### config.mk
export PLATFORM = sky130hd
export DESIGN_NAME = io_switch_debounce
export DESIGN_NICKNAME = d
export VERILOG_FILES = /design/src/rtl/io_switch_debounce.sv
export SDC_FILE = /design/constraint.sdc
export NUM_CORES = 1
export LEC_CHECK = 0
export ABC_AREA = 0
export CAP_MARGIN = 20
export CORE_AREA = 2 2 78 80
export CTS_CLUSTER_DIAMETER = 150
export CTS_CLUSTER_SIZE = 16
export DETAILED_ROUTE_END_ITERATION = 8
export DIE_AREA = 0 0 80 82
export PLACE_DENSITY = 0.83
export SLEW_MARGIN = 25
export SYNTH_ARGS = -nofsm -noshare
export SYNTH_HDL_FRONTEND = slang
export SYNTH_SLANG_ARGS = --single-unit
export TNS_END_PERCENT = 5
### constraint.sdc
create_clock -name clock -period 2.1 [get_ports clock]
set_input_delay 0.21 -clock clock [delete_from_list [all_inputs] [get_ports clock]]
set_output_delay 0.21 -clock clock [all_outputs]
set_load 0.01 [all_outputs]
### src/rtl/io_switch_debounce.sv
// io_switch_debounce: two-flop synchronizers plus per-channel debounce FSMs for SW0, SW1 and PB0,
// with a registered PB0 press pulse, a sticky press flag and the 16-bit switch port read word.
module io_switch_debounce #(
  parameter int unsigned DB_CYCLES = 16'd50000,
  parameter int          CNT_W     = 16
) (
  input  logic        clock,
  input  logic        reset_n,
  input  logic        raw_sw0,
  input  logic        raw_sw1,
  input  logic        raw_pb0,
  input  logic        clear_press,
  output logic        io_sw0,
  output logic        io_sw1,
  output logic        io_pb0,
  output logic        pb0_press,
  output logic        pb0_latched,
  output logic [15:0] io_rdata
);
  typedef enum logic {ST_STABLE, ST_PENDING} state_t;
  localparam logic [CNT_W-1:0] CNT_LAST = CNT_W'(DB_CYCLES - 1);
  logic [2:0] w_raw;
  logic [2:0] r_s1;
  logic [2:0] r_s2;
  logic [2:0] w_lvl;
  logic [2:0] w_flip;
  logic       r_press;
  logic       r_latched;
  // channel 0 = PB0, 1 = SW0, 2 = SW1, matching the port word bit order
  assign w_raw = {raw_sw1, raw_sw0, raw_pb0};
  always_ff @(posedge clock or negedge reset_n)
    if (!reset_n) begin
      r_s1 <= '0;
      r_s2 <= '0;
    end else begin
      r_s1 <= w_raw;
      r_s2 <= r_s1;
    end
  for (genvar i = 0; i < 3; i++) begin : g_ch
    state_t           r_state;
    logic [CNT_W-1:0] r_cnt;
    logic             r_level;
    assign w_flip[i] = (r_state == ST_PENDING) && (r_s2[i] != r_level) && (r_cnt == CNT_LAST);
    assign w_lvl[i]  = r_level;
    always_ff @(posedge clock or negedge reset_n)
      if (!reset_n) begin
        r_state <= ST_STABLE;
        r_cnt   <= '0;
        r_level <= 1'b0;
      end else begin
        case (r_state)
          ST_STABLE: begin
            r_cnt   <= (r_s2[i] != r_level) ? CNT_W'(1) : '0;
            r_state <= (r_s2[i] != r_level) ? ST_PENDING : ST_STABLE;
          end
          default: begin
            if (r_s2[i] == r_level) begin
              r_cnt   <= '0;
              r_state <= ST_STABLE;
            end else if (r_cnt == CNT_LAST) begin
              r_level <= r_s2[i];
              r_cnt   <= '0;
              r_state <= ST_STABLE;
            end else begin
              r_cnt <= r_cnt + CNT_W'(1);
            end
          end
        endcase
      end
  end
  // the pulse is raised on the same edge that sets io_pb0, so it spans the first high cycle
  always_ff @(posedge clock or negedge reset_n)
    if (!reset_n) begin
      r_press   <= 1'b0;
      r_latched <= 1'b0;
    end else begin
      r_press   <= w_flip[0] & r_s2[0];
      r_latched <= r_press | (r_latched & ~clear_press);
    end
  assign io_pb0      = w_lvl[0];
  assign io_sw0      = w_lvl[1];
  assign io_sw1      = w_lvl[2];
  assign pb0_press   = r_press;
  assign pb0_latched = r_latched;
  assign io_rdata    = {13'd0, w_lvl[2], w_lvl[1], w_lvl[0]};
endmodule

Word level (Yosys, flattened, before mapping)
Cells that the tools add are included.

storage, ports and cells
  word-level logic and storage cells = 61
  bits of input ports = 6
  output and inout bits = 21
  register bits = 62

operators by class
  reduce and logical (&&, ||, !) cells = 5
  bitwise gates (word level) = 7
  muxes and demuxes = 24
  equal/unequal tests = 9
  add/subtract/negate cells = 3

operators by type and width
  kind                   count
  $mux 16                9
  $add 16x1->16 const B  3
  $eq 16x16->1 const B   3
  $mux 1                 15
  $reduce_and 3->1       3
  $not 1->1              4
  $eq 1x1->1             3
  $ne 1x1->1             3
  $and 1x1->1            2
  $logic_and 1x1->1      2
  $or 1x1->1             1

Logic depth before layout (Yosys ltp)
  depth after elaboration = 4
  depth in mapped cells = 7
  depth with buffers taken out = 5

Worst setup path before layout
OpenSTA, ideal clock, no wires.

  path kind = register to register
  start point = reg g_ch[0].r_cnt[7]
  end point = reg g_ch[0].r_level (netlist: io_pb0)
  path slack = 0.255 ns
  stages on the path, launching flop included = 6
  setup time = 0.128 ns
  period minus slack after synthesis = 1.845 ns
  buffers on the path = 1
  required time = 1.972 ns
  arrival time = 1.718 ns
  path through = dfrtp_1 > buf_6 > or4_4 > nor4_4 > nor3b_4 > mux2_1

between the ends
  cells in the longest elaborated chain, start to end = 2

ends and longest elaborated chain
  element                     RTL line  RTL
  start: declaration          41        logic [CNT_W-1:0] r_cnt;
  start signal: assignment    53        r_cnt <= (r_s2[i] != r_level) ? CNT_W'(1) : '0;
  start signal: assignment    65        r_cnt <= r_cnt + CNT_W'(1);
  $eq 16x16->1                60        end else if (r_cnt == CNT_LAST) begin
  $reduce_and 3->1 (no line)  --
  end signal: assignment      61        r_level <= r_s2[i];
  end: declaration            42        logic r_level;

Every way passes these cells.
A chain may end at the register's enable or synchronous reset.

Final worst setup path
  start point = reg g_ch[0].r_cnt[0]
  end point = reg g_ch[0].r_level (netlist: io_pb0)

Same word-level chain as after synthesis.

==> tab_implementation.tex <==
\begin{tabular}{lr}
\hline
Metric & Value \\
\hline
\multicolumn{2}{l}{\textbf{Timing}} \\
\quad Final-report setup violation count & 0 \\
\quad Final period util & 91.5\% \\
\quad Setup TNS & 0 ns \\
\quad Count of final max-slew check failures & 0 \\
\quad Clock period minus worst slack & 1.92 ns \\
\quad Fmax & 0.521 GHz \\
\quad Post-route clock skew & 0.00750 ns \\
\quad RSZ-0062 raised after global routing & no \\
\quad Hold Vio Cnt, Final & 0 \\
\multicolumn{2}{l}{\textbf{Worst setup path}} \\
\quad Crit path max fanout & 4 \\
\quad Arrival @ worst endpoint & 2.13 ns \\
\quad Standard cell with the maximum stage delay on the critical path & sky130\_fd\_sc\_hd\_\_dfrtp\_1 \\
\quad Startpoint type of the worst setup path & flip-flop \\
\quad Category of the critical setup timing path & reg2reg \\
\quad Data required time of the critical path & 2.31 ns \\
\quad Slowest stage delay, CP & 0.39 ns \\
\quad Worst-case register-to-register setup slack & 0.18 ns \\
\quad Type of destination of the critical path & flip-flop \\
\quad CP cell instances & ha\_1 > nand3\_1 > nor4\_4 > nor3b\_4 > mux2\_1 \\
\multicolumn{2}{l}{\textbf{Logic synthesis}} \\
\quad Leading cell types by total area after synthesis & sky130\_fd\_sc\_hd\_\_dfrtp\_1 (51\%), sky130\_fd\_sc\_hd\_\_xnor2\_1 (9.3\%), sky130\_fd\_sc\_hd\_\_nor2\_1 (6.5\%) \\
\quad Largest area contributor in the synthesized netlist & sky130\_fd\_sc\_hd\_\_dfrtp\_1 \\
\quad Synthesis Warnings & 0 \\
\quad Area share of the largest cell type after synthesis & 51.3\% \\
\quad Post-synth EDFFs & 0 \\
\quad Synthesized netlist cell count & 295 \\
\quad Avg Cell Area, Syn & 10.3 um2 \\
\quad FF+latch count, synth & 62 \\
\quad Share of synthesized flip-flops with an asynchronous set or reset & 100\% \\
\quad Summed instance area of the synthesized netlist & 0.00303 mm2 \\
\quad Fraction of the yosys area taken by sequential cells & 51.3\% \\
\quad Netlist cell types & 43 \\
\quad Main synth FF type & sky130\_fd\_sc\_hd\_\_dfrtp\_1 \\
\multicolumn{2}{l}{\textbf{Flow run}} \\
\quad Total of max-cap violations & 0 \\
\multicolumn{2}{l}{\textbf{Clock network}} \\
\quad Latest clock arrival within the worst-skew pair & 0.33 ns \\
\quad Post-CTS setup buffer count & 0 \\
\quad Resized cells post-CTS & 0 \\
\quad Master cell of the clock root buffer & sky130\_fd\_sc\_hd\_\_clkbuf\_8 \\
\quad Number of hold buffers added after cts & 1 \\
\quad Number of levels the H-tree was split into & 3 \\
\quad Total CTS buffers & 9 \\
\quad Count of clock tree sinks & 62 \\
\quad Maximum number of buffers from clock root to sink & 2 \\
\quad Clock-pin slew on the worst setup and hold paths & 0.07 ns \\
\quad TritonCTS clock tree & built \\
\multicolumn{2}{l}{\textbf{Floorplanning}} \\
\quad Die area & 0.00656 mm2 \\
\quad Row cnt & 28 \\
\quad Starting density of the core & 52.7\% \\
\quad Core box area & 0.00575 mm2 \\
\quad Die width & 80 um \\
\quad Die Ht & 82 um \\
\quad Count of pins on the block boundary & 27 \\
\multicolumn{2}{l}{\textbf{Global route}} \\
\quad Global routing's busiest layer & met2 \\
\quad Initial antenna violation count & 0 \\
\quad Largest net degree at the start of global routing & 63 \\
\quad Wire length of the first global-routing pass & 9160 um \\
\quad Vias in the first global route & 2,027 \\
\quad Global routing usage on met3 & 5.93\% \\
\quad Leftover overflow at the end of global routing & 0 \\
\quad Global routing usage on met2 & 27.5\% \\
\quad Fraction of met1 tracks used by global routing & 24.1\% \\
\quad Aggregate global-route resource usage & 18.1\% \\
\multicolumn{2}{l}{\textbf{Hold path}} \\
\quad Worst hold path class & in2reg \\
\multicolumn{2}{l}{\textbf{Final layout}} \\
\quad Count of fill cells added during filler insertion & 489 \\
\quad Ant. Diodes & 0 \\
\quad Leading cell types in the layout, fill and taps excluded & sky130\_fd\_sc\_hd\_\_dfrtp\_1 (62), sky130\_fd\_sc\_hd\_\_nor2\_1 (52), sky130\_fd\_sc\_hd\_\_xnor2\_1 (32), sky130\_fd\_sc\_hd\_\_nand2\_1 (16), sky130\_fd\_sc\_hd\_\_nand3\_1 (15) \\
\quad Most common cell after layout, fill and taps aside & sky130\_fd\_sc\_hd\_\_dfrtp\_1 \\
\quad Share of the core filled with cells in the final layout & 59.1\% \\
\quad Fraction of final layout cells sized beyond drive strength 1 & 8.41\% \\
\quad Final Net Count & 325 \\
\quad Growth of design area from synthesis to finish & 12.2\% \\
\multicolumn{2}{l}{\textbf{Placement}} \\
\quad Placer's final routability congestion estimate & 0.910 \\
\quad Detailed-placement wirelength estimate & 3600 um \\
\quad Buffers added on ports & 13 \\
\multicolumn{2}{l}{\textbf{Detailed routing}} \\
\quad DR DRC count & 0 \\
\quad Post-route antenna net violation count & 0 \\
\quad Vias after detailed routing & 2,088 \\
\quad Drt total wl & 5190 um \\
\quad Detail-routed via count per cell & 5.27 \\
\quad Drt first-iter violations & 138 \\
\quad Number of optimization iterations in the first detailed-route pass & 4 \\
\quad Detailed-route wire length per cell & 13.1 um \\
\multicolumn{2}{l}{\textbf{Power}} \\
\quad Cell leakage power & 1.38 nW \\
\quad Max IR drop VDD & 439 uV \\
\quad Areal power density over the cells & 694 mW/mm2 \\
\multicolumn{2}{l}{\textbf{Status}} \\
\quad Run status & complete, no violations \\
\hline
\end{tabular}
cell usage after synthesis (all sizes together), types with 2 or more instances:
master	instances
xnor2	32
nor2	52
or4bb	2
nor4	13
ha	3
nor3	9
inv	13
xor2	12
buf	21
dfrtp	62
nand4	13
and4	3
nand3	15
and3	3
or4	2
mux2	3
nand2	16
nor3b	3
path summary, 6_finish.rpt:
path                                  start                end  depth (start not counted)
max reg2reg                g_ch[0].r_cnt[0]             io_pb0                          5
max in group asynchronous           reset_n   g_ch[2].r_cnt[7]                          3
min in group asynchronous           reset_n  g_ch[2].r_cnt[12]                          3
min                                 raw_sw1            r_s1[2]                          1
max                        g_ch[0].r_cnt[0]             io_pb0                          5
min reg2reg                         r_s1[1]            r_s2[1]                          0
kinds of logic (layout without fill, tap and decap cells):
logic type | count (synthesis) | after routing | share of synthesized area, %
simple gates | 139 | 139 | 24.5
xor+xnor | 44 | 44 | 12.7
fa+ha+maj | 3 | 3 | 1.24
flops | 62 | 62 | 51.3
buf+inv | 35 | 49 | 7.03
compound gates | 8 | 8 | 1.99
mux | 3 | 3 | 1.12
other cells | 1 | 13 | 0.124
worst max-delay path: cells and delay by family, from the launching register on:
kind	cells	cell delay (ns)
adders and majority gates	1	0.23
muxes	1	0.35
DFF	1	0.39
and+or+nand+nor	3	0.84
power by group:
group	switching, mW	leakage [nW]	internal (mW)
clock	0.432	0.106	0.607
combinational	0.0601	0.435	0.0315
sequential	0.0134	0.839	1.21
flip-flops by register name, indices dropped and copies added, names as in the netlist:
name	cells
pb0_press	1
pb0_latched	1
g_ch.r_state	3
r_s1	3
io_sw1	1
r_s2	3
g_ch.r_cnt	48
io_pb0	1
io_sw0	1
per-layer routing:
metal  vias to the layer above  share of wire [%]  wire length, um
met3                         6                3.7              193
li1                       1017                  -                -
met2                        52                 49             2530
met4                         0                1.1               57
met1                      1013                 46             2400
met5                         -                  0                0
cell type report:
type                            instances  area (um2)  share of cell area (%)
Clock buffer                           12         155                    4.57
Clock inverter                          4        45.0                    1.33
Inverter                               13        48.8                    1.44
Multi-Input combinational cell        210        1310                    38.5
Sequential cell                        62        1550                    45.7
Tap cell                               75        93.8                    2.77
Timing Repair Buffer                   20         193                    5.68
per-stage QoR:
stage	std cells	worst slack (ns)	hold slack, ns	area (um2)	total power [mW]
final	396	0.179	0.320	3390	2.36
after detailed placement	379	0.187	0.245	3180	1.34
after CTS	396	0.177	0.305	3390	2.39
after floorplan	307	0.255	-0.0856	3070	1.31
after global placement	379	0.217	0.243	3180	1.33
after global routing	396	0.0486	0.313	3390	2.46
Power figures use the tool's default switching activity.
